===== src/rtl/mips_pkg.sv =====
// Shared MIPS definitions: fetch FSM states, instruction field positions and opcode constants.
package mips_pkg;

  typedef enum logic [1:0] {
    StIdle = 2'b00,
    StReq  = 2'b01,
    StDone = 2'b10,
    StErr  = 2'b11
  } fetch_state_e;

  localparam int unsigned OP_HI    = 31;
  localparam int unsigned OP_LO    = 26;
  localparam int unsigned RS_HI    = 25;
  localparam int unsigned RS_LO    = 21;
  localparam int unsigned RT_HI    = 20;
  localparam int unsigned RT_LO    = 16;
  localparam int unsigned RD_HI    = 15;
  localparam int unsigned RD_LO    = 11;
  localparam int unsigned FUNCT_HI = 5;
  localparam int unsigned FUNCT_LO = 0;
  localparam int unsigned IMM_HI   = 15;
  localparam int unsigned IMM_LO   = 0;

  localparam logic [31:0] RESET_PC_DEF = 32'h0040_0000;

  localparam logic [5:0] OP_RTYPE = 6'h00;
  localparam logic [5:0] OP_ADDI  = 6'h08;
  localparam logic [5:0] FN_ADD   = 6'h20;

endpackage


===== src/rtl/instr_fields.sv =====
// Combinational split of a MIPS instruction word into its decode fields.
module instr_fields
  import mips_pkg::*;
(
  input  logic [31:0] instr,
  output logic [5:0]  op,
  output logic [4:0]  rs,
  output logic [4:0]  rt,
  output logic [4:0]  rd,
  output logic [15:0] imm,
  output logic [5:0]  funct
);

  assign op    = instr[OP_HI:OP_LO];
  assign rs    = instr[RS_HI:RS_LO];
  assign rt    = instr[RT_HI:RT_LO];
  assign rd    = instr[RD_HI:RD_LO];
  assign imm   = instr[IMM_HI:IMM_LO];
  assign funct = instr[FUNCT_HI:FUNCT_LO];

endmodule


===== src/rtl/fetch_unit.sv =====
// Instruction fetch stage: owns the PC, runs the req/ack read with instruction memory, latches IR.
module fetch_unit
  import mips_pkg::*;
#(
  parameter int unsigned       ADDR_W   = 32,
  parameter int unsigned       DATA_W   = 32,
  parameter logic [ADDR_W-1:0] RESET_PC = ADDR_W'(RESET_PC_DEF),
  parameter int unsigned       TIMEOUT  = 16
) (
  input  logic              clk,
  input  logic              rst,
  input  logic              fetch_start,
  input  logic              pc_write,
  input  logic              pc_src,
  input  logic [ADDR_W-1:0] pc_target,
  output logic              mem_req,
  output logic [ADDR_W-1:0] mem_addr,
  input  logic [DATA_W-1:0] mem_rdata,
  input  logic              mem_ack,
  output logic              busy,
  output logic              fetch_done,
  output logic              fetch_err,
  output logic [ADDR_W-1:0] pc,
  output logic [DATA_W-1:0] instr,
  output logic [5:0]        op,
  output logic [5:0]        funct,
  output logic [4:0]        rs,
  output logic [4:0]        rt,
  output logic [4:0]        rd,
  output logic [15:0]       imm
);

  localparam int unsigned WdW = $clog2(TIMEOUT + 1);

  fetch_state_e      state_q, state_d;
  logic [ADDR_W-1:0] pc_q, pc_d, pend_q, pend_d, pc_inc, pc_sel;
  logic              pend_valid_q, pend_valid_d, start_pend_q, start_pend_d;
  logic [WdW-1:0]    wd_q, wd_d;
  logic [DATA_W-1:0] instr_q, instr_d;
  logic              idle_load, go_fetch, wd_expire;

  assign pc_inc    = pc_q + ADDR_W'(4);
  assign pc_sel    = pc_src ? (pc_target & ~ADDR_W'(3)) : pc_inc;
  assign idle_load = (state_q == StIdle) && (pc_write || pend_valid_q);
  assign go_fetch  = (state_q == StIdle) && (fetch_start || start_pend_q);
  assign wd_expire = (wd_q == WdW'(TIMEOUT - 1));

  always_ff @(posedge clk) begin
    if (rst) state_q <= StIdle;
    else     state_q <= state_d;
  end

  // A PC load in IDLE defers a simultaneous start by one cycle so the fetch sees the new PC.
  always_comb begin
    state_d = state_q;
    unique case (state_q)
      StIdle:  if (go_fetch && !idle_load) state_d = StReq;
      StReq: begin
        if (mem_ack)        state_d = StDone;
        else if (wd_expire) state_d = StErr;
      end
      StDone:  state_d = StIdle;
      StErr:   state_d = StErr;
      default: state_d = StIdle;
    endcase
  end

  always_comb begin
    mem_req    = (state_q == StReq);
    busy       = (state_q == StReq) || (state_q == StDone);
    fetch_done = (state_q == StDone);
    fetch_err  = (state_q == StErr);
  end

  always_comb begin
    pc_d         = pc_q;
    pend_d       = pend_q;
    pend_valid_d = pend_valid_q;
    start_pend_d = start_pend_q;
    instr_d      = instr_q;
    wd_d         = wd_q;
    if (state_q == StIdle) begin
      start_pend_d = go_fetch && idle_load;
      wd_d         = '0;
      pend_valid_d = 1'b0;
      if (pc_write)          pc_d = pc_sel;
      else if (pend_valid_q) pc_d = pend_q;
    end else if (state_q == StReq || state_q == StDone) begin
      if (state_q == StReq) begin
        wd_d = wd_q + WdW'(1);
        if (mem_ack) begin
          instr_d = mem_rdata;
          pc_d    = pc_inc;
        end
      end
      // Mid-fetch PC writes park here until IDLE; last one wins.
      if (pc_write) begin
        pend_d       = pc_sel;
        pend_valid_d = 1'b1;
      end
    end
  end

  always_ff @(posedge clk) begin
    if (rst) begin
      pc_q         <= RESET_PC;
      pend_q       <= '0;
      pend_valid_q <= 1'b0;
      start_pend_q <= 1'b0;
      instr_q      <= '0;
      wd_q         <= '0;
    end else begin
      pc_q         <= pc_d;
      pend_q       <= pend_d;
      pend_valid_q <= pend_valid_d;
      start_pend_q <= start_pend_d;
      instr_q      <= instr_d;
      wd_q         <= wd_d;
    end
  end

  assign pc       = pc_q;
  assign mem_addr = pc_q;
  assign instr    = instr_q;

  instr_fields u_fields (
    .instr (instr_q),
    .op    (op),
    .rs    (rs),
    .rt    (rt),
    .rd    (rd),
    .imm   (imm),
    .funct (funct)
  );

endmodule


===== config.mk =====
export PLATFORM = sky130hd
export DESIGN_NAME = fetch_unit
export DESIGN_NICKNAME = d
export VERILOG_FILES = /design/src/rtl/mips_pkg.sv /design/src/rtl/instr_fields.sv /design/src/rtl/fetch_unit.sv
export SDC_FILE = /design/constraint.sdc
export NUM_CORES = 1
export LEC_CHECK = 0
export CORE_UTILIZATION = 45
export CTS_BUF_LIST = sky130_fd_sc_hd__clkbuf_2
export DETAILED_ROUTE_END_ITERATION = 10
export PLACE_DENSITY = 0.79
export SYNTH_ARGS = -nofsm -noshare
export SYNTH_HDL_FRONTEND = slang
export SYNTH_SLANG_ARGS = --single-unit

===== constraint.sdc =====
create_clock -name clk -period 3.03 [get_ports clk]
set_input_delay 0.4545 -clock clk [delete_from_list [all_inputs] [get_ports clk]]
set_output_delay 0.4545 -clock clk [all_outputs]
set_load 0.02 [all_outputs]

### Yosys cells after proc, flatten, opt, wreduce, memory -nomap -nowiden

Cells that the tools add are included.

* order comparisons: 0
* multiply operators: 0
* div/mod/pow operators: 0
* muxes and demuxes: 11
* equal/unequal tests: 7
* shift-type cells: 0
* bitwise logic cells: 1
* reduce and logical (&&, ||, !) cells: 19
* add/sub/neg operators: 2

Operator list (count)
* 2-to-1 mux 32 bit: 7
* adder 32 x 3 -> 32 bit, second input constant: 1
* one-hot mux 2 bit (4 select lines): 1
* AND reduction 4 bit: 2
* 2-to-1 mux 2 bit: 3
* AND reduction 2 bit: 3
* nonzero test 2 bit: 3
* adder 5 x 1 -> 5 bit, second input constant: 1
* equality test 5 x 4 -> 1 bit, second input constant: 1
* equality test 2 bit, second input constant: 2
* logical AND 1 bit: 4
* logical OR 1 bit: 3
* inequality test 3 x 1 -> 1 bit, second input constant: 1
* inequality test 3 bit, second input constant: 1
* AND reduction 3 bit: 1
* equality test 2 x 1 -> 1 bit, second input constant: 1
* zero test 2 bit: 1
* inequality test 2 bit, second input constant: 1
* OR reduction 2 bit: 1
* zero test 1 bit: 1
* inverter 1 bit: 1

* flip-flop bits (word level): 105
* memories kept: 0
* memory bits (writable): 0
* output and inout port bits: 143
* bits in latches: 0
* bits in read-only memories: 0
* logic and storage cells: 47

### Logic depth before layout (Yosys ltp)

Gate-level depths: netlist of the first run.

* depth in word-level cells: 6
* depth in mapped cells: 9

### Hierarchy

From an unflattened synthesis of the first run, not the netlist that was laid out.

* cell total of the unflattened synthesis: 849
* area, all modules: 6389.9 sq um

By module, submodules not included
* fetch_unit: cells each 806, area an instance 6067.1 sq um, instances 1
* instr_fields: cells each 43, area an instance 322.8 sq um, instances 1

### Worst setup path before layout of the first run

No wires, ideal clock.

* path kind: register -> register
* from: register pc_q[2] (netlist: mem_addr[2])
* to: register pc_q[26] (netlist: mem_addr[26])
* slack: 0.712 ns
* stages on the path, launching flop included: 8
* required time: 2.949 ns
* data arrival time: 2.238 ns
* clock period less this slack: 2.318 ns
* buffers on the path: 1
* cells stage by stage: dfxtp_1 ha_1 and3_1 buf_2 nand2_2 or3_4 or4_1 a41oi_1

* word-level cells in the longest chain between the ends: 5
* elaborated cells between the ends (all ways): 7
* classes of those cells: add/sub: 1; mux: 6

RTL lines
* start: declaration: RTL line fetch_unit.sv:36 `logic [ADDR_W-1:0] pc_q, pc_d, pend_q, pend_d, pc_inc, pc_sel;`
* start signal: assignment: RTL line fetch_unit.sv:113 `pc_q <= pc_d;`
* adder 32 x 3 -> 32 bit (*): RTL line fetch_unit.sv:42 `assign pc_inc = pc_q + ADDR_W'(4);`
* 2-to-1 mux 32 bit: RTL line fetch_unit.sv:91 `if (mem_ack) begin`
* 2-to-1 mux 32 bit: RTL line fetch_unit.sv:89 `if (state_q == StReq) begin`
* 2-to-1 mux 32 bit: RTL line fetch_unit.sv:88 `end else if (state_q == StReq || state_q == StDone) begin`
* 2-to-1 mux 32 bit (*): RTL line fetch_unit.sv:82 `if (state_q == StIdle) begin`

Every way passes the cells marked *; elsewhere a longest branch is shown, timed or not. The select of a mux whose other input is x is not followed.
A chain may end at the register's enable or synchronous reset.

### Final worst setup path of the first run

* from: register state_q[1]
* to: output busy

* word-level cells in the longest chain between the ends: 2
* elaborated cells between the ends (all ways): 3
* classes of those cells: eq/ne: 2; reduce/logical: 1

RTL lines
* start: declaration: RTL line fetch_unit.sv:35 `fetch_state_e state_q, state_d;`
* start signal: assignment: RTL line fetch_unit.sv:49 `if (rst) state_q <= StIdle;`
* start signal: assignment: RTL line fetch_unit.sv:50 `else state_q <= state_d;`
* equality test 2 x 1 -> 1 bit / equality test 2 bit (equally long branches): RTL line fetch_unit.sv:70 `busy = (state_q == StReq) || (state_q == StDone);`
* logical OR 1 bit (*): RTL line fetch_unit.sv:70
* end: declaration: RTL line fetch_unit.sv:20 `output logic busy,`

Every way passes the cells marked *; elsewhere a longest branch is shown, timed or not.

==> results of run 1 <==
==> metal layers <==
metal	global-route usage, %	routed length (um)	vias to the layer above
met4	12.0	463	0
met5	0	0	-
met3	3.24	1770	41
met2	41.6	9070	392
met1	37.0	8470	3058
li1	-	-	3136
==> power by group <==
part	internal, mW	switching [mW]
Sequential	1.67	0.490
Clock	0.197	0.480
Combinational	1.49	2.08
==> metrics by stage <==
step,worst slack (ns),utilization (%)
3_3_place_gp,0.556,57.8
5_1_grt,0.224,58.6
4_1_cts,0.323,58.6
6_report,0.353,58.6
3_5_place_dp,0.510,57.8
2_1_floorplan,0.712,-
==> kinds of logic after synthesis <==
family | synth area share [%]
compound gates | 22.5
xor+xnor | 2.19
fa+ha+maj | 1.57
buf+inv | 14.5
flops | 32.9
mux | 1.90
simple gates | 24.4
==> registers in the layout, summed over array words and instances (netlist names) <==
| name | cells |
|---|---|
| mem_addr | 32 |
| pend_valid_q | 1 |
| wd_q | 5 |
| pend_q | 32 |
| instr | 32 |
| start_pend_q | 1 |
| state_q | 2 |
==> final cells by class <==
class / count / area share [%]
Sequential cell: 105 / 25.8
Inverter: 19 / 0.876
Clock buffer: 11 / 0.676
Clock inverter: 5 / 0.692
Timing Repair Buffer: 232 / 27.8
Tap cell: 180 / 2.77
Antenna cell: 1 / 0.0307
Multi-Input combinational cell: 582 / 41.3
==> worst reg2reg max path: stages, from the launching register on <==
cell,delay [ns]
dfxtp_1,0.51
ha_1,0.28
and3_1,0.42
nand2_2,0.18
or3_4,0.45
or4_1,0.48
a41oi_1,0.20
==> synthesized netlist by cell type (7+ instances only) <==
cell | number | area (um^2)
a211oi_1 | 10 | 75.1
ha_1 | 8 | 100
nor3_1 | 15 | 75.1
and3_1 | 12 | 75.1
buf_4 | 78 | 586
a31oi_1 | 15 | 93.8
xor2_1 | 7 | 61.3
xnor2_1 | 9 | 78.8
nor2_1 | 41 | 154
nand4_1 | 20 | 125
inv_1 | 19 | 71.3
a221oi_1 | 10 | 87.6
mux2i_1 | 11 | 110
clkbuf_1 | 51 | 191
dfxtp_1 | 105 | 2100
buf_2 | 8 | 40.0
o21ai_0 | 50 | 250
a21oi_1 | 85 | 425
nand2_1 | 132 | 495
nand3_1 | 34 | 170
o211ai_1 | 8 | 60.1
or3_1 | 8 | 50.1
nand2b_1 | 14 | 87.6
==> worst min-delay path by stage <==
stage / slack [ns] / cells after the start / start / end
floorplan: 0.43 / 2 / pend_q[9] / pend_q[9]
global placement: 0.44 / 2 / pend_q[9] / pend_q[9]
detailed placement: 0.44 / 2 / pend_q[6] / pend_q[6]
CTS: 0.28 / 3 / pc_write / pend_valid_q
global route: 0.28 / 3 / pc_write / pend_valid_q
finish: 0.32 / 3 / pc_write / pend_valid_q
==> cells in the final DEF, fill, tap and decap left out, types with 4 or more instances in the layout <==
cell             synthesis  layout
nand3_1                 34      34
xor2_1                   7       7
dfxtp_1                105     105
nor3_1                  15      15
a211oi_1                10      10
a21oi_1                 85      85
clkdlybuf4s50_1          0     207
and3_1                  12      12
nand2b_1                14      14
o211ai_1                 8       8
nor2_1                  41      41
a31oi_1                 15      15
o21ai_0                 50      50
nor4_1                   6       6
nand4_1                 20      20
nand2_1                132     132
a221oi_1                10      10
buf_4                   78      21
ha_1                     8       8
xnor2_1                  9       9
nor2b_1                  5       5
a21o_1                   6       6
inv_1                   19      19
or3_1                    8       8
o311ai_0                 5       5
clkbuf_2                 0      11
mux2i_1                 11      11
and4_1                   4       4
o31ai_1                  4       4
o22ai_1                  5       5
==> results.sh, run 1 <==
export IMPL_cts_resized=0
export IMPL_cp_end_kind="output pin"
export IMPL_cts_buffers=9
export IMPL_grt_pass1_vias=6061
export IMPL_critPathKind="flop to output pin"
export IMPL_final_setup_tns_ns=0
export IMPL_hold_viol_final=0
export IMPL_gp_congestion=0.850
export IMPL_cts_tree="yes"
export IMPL_synth_cells=849
export IMPL_setup_viol=0
export IMPL_final_cell_area_um2=8140
export IMPL_viasPerCell=5.84
export IMPL_dr_pass1_iters=5
export IMPL_portBuffers=210
export IMPL_routed_wl_mm=19.8
export IMPL_clockRootBuffer="clkbuf_2"
export IMPL_synth_edf_count=0
export IMPL_postPlaceCellArea_um2=8030
export IMPL_max_stage_delay_ns=0.64
export IMPL_ys_ff_latch=105
export IMPL_drv_slew=0
export IMPL_run_status="finished, final reports clean"
export IMPL_synth_warnings=0
export IMPL_p_leak_nw=2.77
export IMPL_yosysSeqAreaShare_pct=32.9
export IMPL_drive_gt1_share_pct=5.77
export IMPL_fmax_mhz=374
export IMPL_rrSetupSlack_ns=0.44
export IMPL_dp_hpwl_mm=13.3
export IMPL_worstSkewPairLatency_ns=0.62
export IMPL_cap_violations=0
export IMPL_drt_iter0_markers=566
export IMPL_reg2reg_depth=6
export IMPL_syn_avg_cell_area_um2=7.53
export IMPL_ys_types=67
export IMPL_grt_setup_unrepaired="no"
export IMPL_cp_arrival_ns=2.22
export IMPL_grt_pass1_wl_mm=31.1
export IMPL_wl_per_cell_um=17.4
export IMPL_core_area_um2=13900
export IMPL_synthArstFlopShare_pct=0
export IMPL_fin_cells=1135
export IMPL_cp_startpoint="state_q[1]"
export IMPL_power_mw=6.40
export IMPL_cts_sinks=105
export IMPL_max_slew_margin_pct=52.2
export IMPL_fp_row_count=43
export IMPL_slowest_stage="clkdlybuf4s50_1"
export IMPL_cp_cell_sequence="inv_1, ha_1, clkdlybuf4s50_1"
export IMPL_cp_num_buf_inv=2
export IMPL_post_cts_setup_buffers=0
export IMPL_antenna_found_initial=1
export IMPL_regArea_um2=2100
export IMPL_required_ns=2.58
export IMPL_num_fill_cells=1293
export IMPL_fin_crit_sh_pct=88.3
export IMPL_antenna_left=0
export IMPL_die_y_um=121
export IMPL_rr_endpoint="mem_addr[26]"
export IMPL_track_usage_pct=26.8
export IMPL_path_delay_family="buffers and inverters"
export IMPL_path_depth=3
export IMPL_cts_hold_buf=0
export IMPL_power_per_cell_area_nw_per_um2=787
export IMPL_placed_cells=1118
export IMPL_syn_area_um2=6390
export IMPL_grt_max_degree=39
export IMPL_die_x_um=121
export IMPL_start_util_pct=46.0
export IMPL_multi_input_area_um2=3360
export IMPL_vias=6627
export IMPL_final_min_clock_period_ns=2.68
export IMPL_overflow=0
export IMPL_cts_buffer_depth=2
export IMPL_hp_class="input pin to flop"
export IMPL_setup_worst_path_start_class="flop"
export IMPL_pin_count=213
export IMPL_finalClockSkew_ns=0.0355
export IMPL_crit_fanout=6
export IMPL_cts_htree_levels=3
export IMPL_drc=0
export IMPL_syn_nets=927
export IMPL_timing_hold_ws_ns=0.317
export IMPL_worst_pin_slew_ns=0.714
export IMPL_fp_dieArea_um2=14700
export IMPL_ir_drop_mv=0.522
export IMPL_reg2reg_from="mem_addr[3]"
export IMPL_area_growth_pct=27.4
export IMPL_ys_flop_type="dfxtp_1"
export IMPL_nets=1027
export IMPL_critPathCapture="busy"
export IMPL_clk_pin_slew_ns=0.29
(Power assumes the default switching activity.)
==> inputs of run 2 (changes only) <==
--- a/config.mk
+++ b/config.mk
@@ -5,6 +5,7 @@
 export SDC_FILE = /design/constraint.sdc
 export NUM_CORES = 1
 export LEC_CHECK = 0
+export ABC_AREA = 1
 export CORE_UTILIZATION = 45
 export CTS_BUF_LIST = sky130_fd_sc_hd__clkbuf_2
 export DETAILED_ROUTE_END_ITERATION = 10
==> results.sh, run 2 <==
export IMPL_run_status="finished, final reports clean"
export IMPL_rr_endpoint="state_q[0]"
export IMPL_drive_gt1_share_pct=5.83
export IMPL_yosysTopAreaCell="dfxtp_1"
export IMPL_synth_cells=948
export IMPL_ys_ff_latch=105
export IMPL_max_slew_margin_pct=50.2
export IMPL_synth_top_cell_area_share_pct=33.3
export IMPL_worstSkewPairLatency_ns=0.63
export IMPL_routed_wl_mm=17.1
export IMPL_yosysSeqAreaShare_pct=33.3
export IMPL_antenna_found_initial=1
export IMPL_synthMostInstantiatedCell="nand2_1"
export IMPL_ys_flop_type="dfxtp_1"
export IMPL_finalWorstSetupSlack_ns=0.338
export IMPL_cts_hold_buf=0
export IMPL_p_leak_nw=3.16
export IMPL_finalClockSkew_ns=0.0211
export IMPL_clk_pin_slew_ns=0.28
export IMPL_syn_nets=1026
export IMPL_synth_warnings=0
export IMPL_final_cell_area_um2=8070
export IMPL_cts_tree="yes"
export IMPL_synth_xor_area_share_pct=1.65
export IMPL_dp_hpwl_mm=12.4
export IMPL_portBuffers=210
export IMPL_grt_pass1_wl_mm=27.2
export IMPL_overflow=0
export IMPL_cts_buffer_depth=2
export IMPL_nets=1136
export IMPL_layout_common_cells="clkdlybuf4s50_1 (210), nand2_1 (176), a21oi_1 (121)"
export IMPL_grt_setup_unrepaired="no"
export IMPL_syn_area_um2=6300
export IMPL_start_util_pct=46.9
export IMPL_cp_arrival_ns=2.24
export IMPL_yosys_top_cells_area="dfxtp_1 (33%), nand2_1 (10%), a21oi_1 (9.6%)"
export IMPL_hold_depth=3
export IMPL_reg2reg_depth=9
export IMPL_required_ns=2.58
export IMPL_area_growth_pct=27.9
export IMPL_ir_drop_mv=0.593
export IMPL_cp_end_kind="output pin"
export IMPL_netlist_top_cells_count="nand2_1 (176), a21oi_1 (121), dfxtp_1 (105), o21ai_0 (104), inv_1 (103)"
export IMPL_cap_violations=0
export IMPL_syn_avg_cell_area_um2=6.65
export IMPL_synth_compound_area_share_pct=21.3
export IMPL_cts_buffers=9
export IMPL_gp_congestion=0.913
export IMPL_fp_dieArea_um2=14500
export IMPL_ys_types=36
export IMPL_cts_resized=0
export IMPL_drc=0
export IMPL_final_setup_tns_ns=0
export IMPL_wl_per_cell_um=13.8
export IMPL_fmax_mhz=371
export IMPL_viasPerCell=5.07
export IMPL_worst_pin_slew_ns=0.748
export IMPL_cts_sinks=105
export IMPL_final_common_cell="clkdlybuf4s50_1"
export IMPL_cts_htree_levels=3
export IMPL_drv_slew=0
export IMPL_synth_top_family_by_area="simple AND/OR/NAND/NOR gates"
export IMPL_final_min_clock_period_ns=2.69
export IMPL_hp_class="input pin to flop"
export IMPL_synthArstFlopShare_pct=0
export IMPL_synth_adder_area_share_pct=1.59
export IMPL_dp_slack_ns=0.615
export IMPL_post_cts_setup_buffers=0
export IMPL_pin_count=213
export IMPL_crit_fanout=11
export IMPL_synthMuxAreaShare_pct=0.953
export IMPL_die_x_um=120
export IMPL_setup_worst_path_start_class="flop"
export IMPL_core_area_um2=13500
export IMPL_hold_end="pend_q[16]"
export IMPL_die_y_um=120
export IMPL_min_from="pc_target[16]"
export IMPL_grt_pass1_vias=5457
export IMPL_vias=6288
export IMPL_power_mw=6.65
export IMPL_clockRootBuffer="clkbuf_2"
export IMPL_track_usage_pct=23.6
export IMPL_drt_iter0_markers=606
export IMPL_hold_viol_final=0
export IMPL_rrSetupSlack_ns=0.80
export IMPL_antenna_left=0
export IMPL_setup_viol=0
export IMPL_fin_crit_sh_pct=88.9
export IMPL_reg2reg_from="state_q[0]"
export IMPL_power_per_cell_area_nw_per_um2=825
export IMPL_grt_max_degree=86
export IMPL_dr_pass1_iters=5
export IMPL_critPathKind="flop to output pin"
export IMPL_fp_row_count=42
export IMPL_synth_edf_count=0
export IMPL_synth_simple_area_share_pct=22.4
export IMPL_finish_utilization_pct=60.0
export IMPL_postPlaceCellArea_um2=7970
run 2: changes by cell type in the layout (fill, tap and decap cells not counted), moves of 14 or more:
cell,delta
nand2_1,+44
o21ai_0,+54
inv_1,+83
nand2b_1,-14
nand4_1,-18
nor2_1,+33
a21oi_1,+36
run 2: cell type report:
cell class / instances / area [um^2]
multi-input cells: 611 / 3030
flip-flops and latches: 105 / 2100
well taps: 176 / 220
clock buffers: 10 / 50.0
diodes: 1 / 2.50
repair buffers: 224 / 2220
fillers: 1302 / 5390
clock inverters: 6 / 43.8
inverters: 107 / 402
run 2: power by group:
part	internal, mW	leakage (nW)	switching [mW]	total [mW]
registers	1.76	0.855	0.476	2.23
logic	1.61	2.24	2.20	3.81
clock network	0.116	0.0639	0.495	0.612
total	3.48	3.16	3.17	6.65
run 2: stage by stage:
stage | std cells | hold WS, ns
floorplan | 948 | 0.430
global placement | 1223 | 0.441
detailed placement | 1223 | 0.453
CTS | 1239 | 0.376
global route | 1240 | 0.387
finish | 1240 | 0.405
run 2: cells by family (layout without fill, tap and decap cells):
group	Yosys count	in the layout
AOI/OAI and AO/OA	258	258
muxes	6	6
buffers and inverters	232	347
other	0	1
adders and majority gates	8	8
xor gates and xnor gates	11	11
and+or+nand+nor	328	328
DFF	105	105
run 2: worst max-delay path, stage by stage (launching register included):
cell	delay [ns]
dfxtp_1	0.41
inv_1	0.10
ha_1	0.40
clkdlybuf4s50_1	0.69
run 2: worst max-delay path by stage:
| stage | from | end | slack, ns |
|---|---|---|---|
| 2_1_floorplan | state_q[1] | mem_addr[15] | 1.19 |
| 3_3_place_gp | pc_write | pend_q[2] | 0.65 |
| 3_5_place_dp | pc_write | pend_q[2] | 0.61 |
| 4_1_cts | state_q[1] | mem_req | 0.30 |
| 5_1_grt | state_q[1] | mem_req | 0.20 |
| 6_report | state_q[1] | mem_req | 0.34 |
run 2: layer usage:
metal,up-vias,wire length [um],track usage (%)
met2,220,7630,36.2
li1,3216,-,-
met3,28,1160,3.44
met5,-,0,0
met4,0,345,8.72
met1,2824,8020,33.5
==> inputs of run 3 (changes only) <==
--- a/config.mk
+++ b/config.mk
@@ -6,6 +6,7 @@
 export NUM_CORES = 1
 export LEC_CHECK = 0
 export ABC_AREA = 1
+export CAP_MARGIN = 20
 export CORE_UTILIZATION = 45
 export CTS_BUF_LIST = sky130_fd_sc_hd__clkbuf_2
 export DETAILED_ROUTE_END_ITERATION = 10
==> constraint.sdc (replaced) <==
create_clock -name clk -period 2.5 [get_ports clk]
set_input_delay 0.375 -clock clk [delete_from_list [all_inputs] [get_ports clk]]
set_output_delay 0.375 -clock clk [all_outputs]
set_load 0.1 [all_outputs]
==> results.sh, run 3 (synthesis gave the netlist of run 2 again) <==
export IMPL_final_cell_area_um2=7790
export IMPL_cts_tree="yes"
export IMPL_grt_pass1_vias=5163
export IMPL_cts_sinks=105
export IMPL_gp_congestion=0.918
export IMPL_start_util_pct=46.9
export IMPL_track_usage_pct=23.1
export IMPL_core_area_um2=13500
export IMPL_drv_slew=0
export IMPL_final_setup_tns_ns=0
export IMPL_num_fill_cells=1326
export IMPL_grt_pass1_wl_mm=26.6
export IMPL_drc=0
export IMPL_fp_dieArea_um2=14500
export IMPL_final_common_cell="nand2_1"
export IMPL_cp_cell_sequence="inv_1, ha_1, buf_4"
export IMPL_area_growth_pct=23.6
export IMPL_clk_pin_slew_ns=0.32
export IMPL_overflow=0
export IMPL_drive_gt1_share_pct=19.8
export IMPL_antenna_found_initial=0
export IMPL_run_status="finished, final reports clean"
export IMPL_grt_max_degree=86
export IMPL_cp_arrival_ns=1.86
export IMPL_nets=1141
export IMPL_required_ns=2.12
export IMPL_clockRootBuffer="clkbuf_2"
export IMPL_antenna_left=0
export IMPL_cts_buffer_depth=2
export IMPL_max_stage_delay_ns=0.46
export IMPL_path_delay_family="flip-flops"
export IMPL_final_min_clock_period_ns=2.23
export IMPL_die_x_um=120
export IMPL_drt_iter0_markers=568
export IMPL_worstSkewPairLatency_ns=0.64
export IMPL_crit_fanout=4
export IMPL_portBuffers=210
export IMPL_cts_resized=0
export IMPL_post_cts_setup_buffers=0
export IMPL_viasPerCell=5.00
export IMPL_grt_setup_unrepaired="no"
export IMPL_hp_class="input pin to flop"
export IMPL_fin_crit_sh_pct=89.3
export IMPL_cap_violations=0
export IMPL_fp_row_count=42
export IMPL_cts_buffers=9
export IMPL_worst_pin_slew_ns=0.503
export IMPL_hold_viol_final=0
export IMPL_reg2reg_depth=10
export IMPL_finalClockSkew_ns=0.0261
export IMPL_pin_count=213
export IMPL_dr_pass1_iters=7
export IMPL_hold_depth=3
export IMPL_cts_htree_levels=3
export IMPL_fmax_mhz=448
export IMPL_critPathKind="flop to output pin"
export IMPL_die_y_um=120
export IMPL_layout_common_cells="nand2_1 (176), buf_4 (159), a21oi_1 (121)"
export IMPL_vias=6225
export IMPL_cp_end_kind="output pin"
export IMPL_max_slew_margin_pct=66.4
export IMPL_slowest_stage="dfxtp_1"
export IMPL_cts_hold_buf=0
export IMPL_setup_worst_path_start_class="flop"
export IMPL_setup_viol=0
export IMPL_cp_num_buf_inv=2
export IMPL_path_depth=3
export IMPL_routed_wl_mm=16.8
export IMPL_dp_hpwl_mm=12.3
export IMPL_postPlaceCellArea_um2=7670
export IMPL_wl_per_cell_um=13.5
==> run 3: metal layers <==
| metal | wire length, um | global-route usage (%) |
|---|---|---|
| met2 | 7500 | 35.8 |
| met5 | 0 | 0 |
| met1 | 7840 | 33.0 |
| met3 | 1290 | 5.24 |
| met4 | 121 | 3.94 |
==> run 3: layout make-up <==
| class | count | area [um^2] | share of cell area, % |
|---|---|---|---|
| Multi-Input combinational cell | 611 | 3030 | 38.8 |
| Sequential cell | 105 | 2100 | 27.0 |
| Timing Repair Buffer | 229 | 1920 | 24.7 |
| Inverter | 107 | 402 | 5.16 |
| Tap cell | 176 | 220 | 2.83 |
| Clock inverter | 7 | 68.8 | 0.883 |
| Clock buffer | 9 | 45.0 | 0.578 |
| Antenna cell | 1 | 2.50 | 0.0321 |
==> run 3: worst paths after layout <==
check / to / startpoint / slack, ns
setup / recovery: busy / state_q[0] / 0.27
setup reg to reg: mem_addr[22] / state_q[0] / 0.51
hold / removal: pend_q[16] / pc_target[16] / 0.28
hold reg to reg: pend_q[2] / pend_q[2] / 0.47
==> run 3: worst min-delay path, stage by stage <==
cell             delay, ns
clkdlybuf4s50_1       0.40
nand2_1               0.09
a31oi_1               0.08
==> run 3: per-stage QoR <==
stage	std cells	setup WS, ns	hold slack [ns]	util (%)
3_5_place_dp	1228	0.291	0.446	57.0
3_3_place_gp	1228	0.327	0.442	57.0
6_report	1245	0.267	0.283	57.9
4_1_cts	1244	0.192	0.232	57.9
2_1_floorplan	948	0.0293	0.430	-
5_1_grt	1244	0.102	0.209	57.9
Power of run 3 is not shown: default switching activity piles up to over one toggle a cycle in this logic, so the estimate is an artifact.
==> RTL edit: new RTL, settings of run 2 <==
Put a register stage on the output `fetch_err`, cleared by the reset. The value now appears one clock later. The other outputs are not delayed to match.
--- a/src/rtl/fetch_unit.sv
+++ b/src/rtl/fetch_unit.sv
@@ -31,6 +31,8 @@
 );
 
   localparam int unsigned WdW = $clog2(TIMEOUT + 1);
+
+  logic fetch_err_d;
 
   fetch_state_e      state_q, state_d;
   logic [ADDR_W-1:0] pc_q, pc_d, pend_q, pend_d, pc_inc, pc_sel;
@@ -69,7 +71,7 @@
     mem_req    = (state_q == StReq);
     busy       = (state_q == StReq) || (state_q == StDone);
     fetch_done = (state_q == StDone);
-    fetch_err  = (state_q == StErr);
+    fetch_err_d = (state_q == StErr);
   end
 
   always_comb begin
@@ -133,5 +135,13 @@
     .funct (funct)
   );
 
+  always_ff @(posedge clk) begin
+    if (rst) begin
+      fetch_err <= '0;
+    end else begin
+      fetch_err <= fetch_err_d;
+    end
+  end
+
 endmodule
 
Formal check against the unedited RTL: same outputs for any inputs over 4 cycles, from zero or initial values and one cycle with rst high; that may be too few to reach the edited logic, so the function may still have changed.
==> RTL edit against run 2 <==
Via count shrank 0.45%; setup slack improved by 0.0087 ns; largest cell class unchanged; highest routed layer unchanged; synthesized area increased by 1.2%; hold slack lost 0.042 ns; total power increased by 1.1%; sequential cell count up 1; wire length increased by 3.6%; non-clock buffer count decreased by 1; cell area grew 1.1%; critical path type unchanged.
==> RTL edit: results (changes against run 2) <==
stage;metric;value;unit;change
detailed_routing;DRT iter0 DRCs;399;;was 606
yosys;Synth warnings;0;;unchanged
layout;Filler cells;1366;;was 1302
run_status;run status;finished, final reports clean;;unchanged
detailed_routing;Initial DRT Pass Iterations;6;;was 5
worst_setup_path;CP max stage cell;clkdlybuf4s50_1;;unchanged
clock_network;clock latency on the worst-skew pair;0.66;ns;was 0.63 ns
clock_network;maximum root-to-sink buffer count;2;;unchanged
yosys;post-synth net total;1038;;was 1026
power_and_ir_drop;Pleak;3.241;nW;was 3.158 nW
sta;Clock Skew;0.03692;ns;was 0.02113 ns
worst_setup_path;worst reg2reg path depth;9;;unchanged
detailed_routing;Wirelength per Cell;14.15;um;was 13.83 um
sta;Rel. slew slack;49.02;%;was 50.16%
yosys;Synth area leaders;dfxtp_1 (33%), nand2_1 (11%), a21oi_1 (9.6%);;was dfxtp_1 (33%), nand2_1 (10%), a21oi_1 (9.6%)
grt;number of global-route vias before repair;5493;;was 5457
yosys;share of flip-flops with an asynchronous set or reset;0;%;unchanged
yosys;commonest cells in the netlist;nand2_1 (182), a21oi_1 (122), inv_1 (111);;was nand2_1 (176), a21oi_1 (121), dfxtp_1 (105)
worst_setup_path;Crit Path Max Fanout;11;;unchanged
grt;largest net degree at the start of global routing;59;;was 86
clock_network;postcts setup bufs;0;;unchanged
worst_setup_path;CP max stage delay;0.69;ns;about the same
placement;port bufs;210;;unchanged
grt;total track usage;24.23;%;was 23.64%
yosys;sequential area share after synthesis;33.26;%;was 33.34%
clock_network;Num CTS Buffers;9;;unchanged
detailed_routing;met1 wire length;7604;um;was 8021 um
clock_network;H-tree depth;3;;unchanged
placement;gpl congestion;0.9109;;was 0.9129
placement;hpwl dp;12770;um;was 12450 um
worst_setup_path;Worst EP arrival;2.23;ns;
layout;Final #Nets;1147;;was 1136
clock_network;Reg clk slew, reported paths;0.31;ns;was 0.28 ns
detailed_routing;Via-to-Cell Ratio;4.988;;was 5.071
yosys;Synth cell types;39;;was 36
detailed_routing;met2 WL;8712;um;was 7625 um
hold_path;type of the worst min-delay path;input pin to register;;unchanged
detailed_routing;metal3 WL;1139;um;was 1155 um
power_and_ir_drop;worst vdd ir;1.195;mV;was 0.5928 mV
clock_network;Root Driver;clkbuf_2;;unchanged
detailed_routing;Top Metal Used;met4;;unchanged
clock_network;PostCTS Resize Cnt;0;;unchanged
grt;initial antenna violation count;1;;unchanged
grt;first-pass GRT wire length;27960;um;was 27230 um
power_and_ir_drop;NetSw;0.003227;W;was 0.003168 W
layout;share of post-route cells with drive strength above 1;5.866;%;was 5.833%
hold_path;Hold Path Stages;3;;unchanged
==> RTL edit: critical path, delay by kind of cell, from the launching register on <==
kind	cells	cell delay [ns]
flops	1	0.41
fa+ha+maj	1	0.38
buf+inv	2	0.80
==> RTL edit: kinds of logic (layout without fill, tap and decap cells) <==
logic type               after synthesis  in the layout  synth area share (%)
flip-flops                           106            106                 33.26
multiplexers                           5              5                0.7845
AO/OA/AOI/OAI                        254            254                 20.69
AND/OR/NAND/NOR                      337            337                 23.20
adder cells (fa/ha/maj)                8              8                 1.569
XOR/XNOR                              11             11                 1.628
other                                  0              1                     0
buffers and inverters                239            353                 18.87
==> RTL edit: power groups by stage <==
stage               clock network (W)  logic (W)  registers (W)
finish                       0.000640    0.00382        0.00226
global route                 0.000720    0.00416        0.00233
detailed placement                  0    0.00380        0.00230
global placement                    0    0.00375        0.00229
floorplan                           0    0.00241        0.00244
CTS                          0.000659    0.00382        0.00227
==> RTL edit: through the flow <==
step	utilization, %	instance area, sq um	setup slack [ns]	total power, W	instances
floorplan	-	6380	1.146	0.004850	960
global placement	57.99	8049	0.5493	0.006037	1238
detailed placement	57.99	8049	0.5091	0.006097	1238
CTS	58.70	8148	0.3151	0.006749	1254
global route	58.72	8150	0.2045	0.007213	1255
finish	58.72	8150	0.3465	0.006726	1255
==> RTL edit: final timing paths <==
kind	from	end	slack [ns]
min reg2reg	pend_q[2]$_SDFFE_PP0P_	pend_q[2]$_SDFFE_PP0P_	0.48
min	mem_rdata[19]	instr[19]$_SDFFE_PP0P_	0.36
max reg2reg	state_q[0]$_SDFFE_PP0P_	mem_addr[20]$_SDFFE_PP0P_	0.68
max	state_q[1]$_SDFFE_PP0P_	mem_req	0.35
==> RTL edit: cell type report <==
cell class | count | area (sq um) | area share, %
timing repair buffer | 223 | 2212 | 27.14
tap | 180 | 225.2 | 2.763
sequential | 106 | 2122 | 26.04
clock inverter | 7 | 53.80 | 0.6601
antenna | 1 | 2.502 | 0.03070
inverter | 114 | 427.9 | 5.250
multi-input combinational | 615 | 3062 | 37.57
clock buffer | 9 | 45.04 | 0.5527
==> RTL edit: routing by layer <==
metal	global-route usage (%)	vias to the layer above
met4	6.790	0
li1	-	3244
met1	30.17	2788
met3	5.686	19
met5	0	-
met2	41.50	209
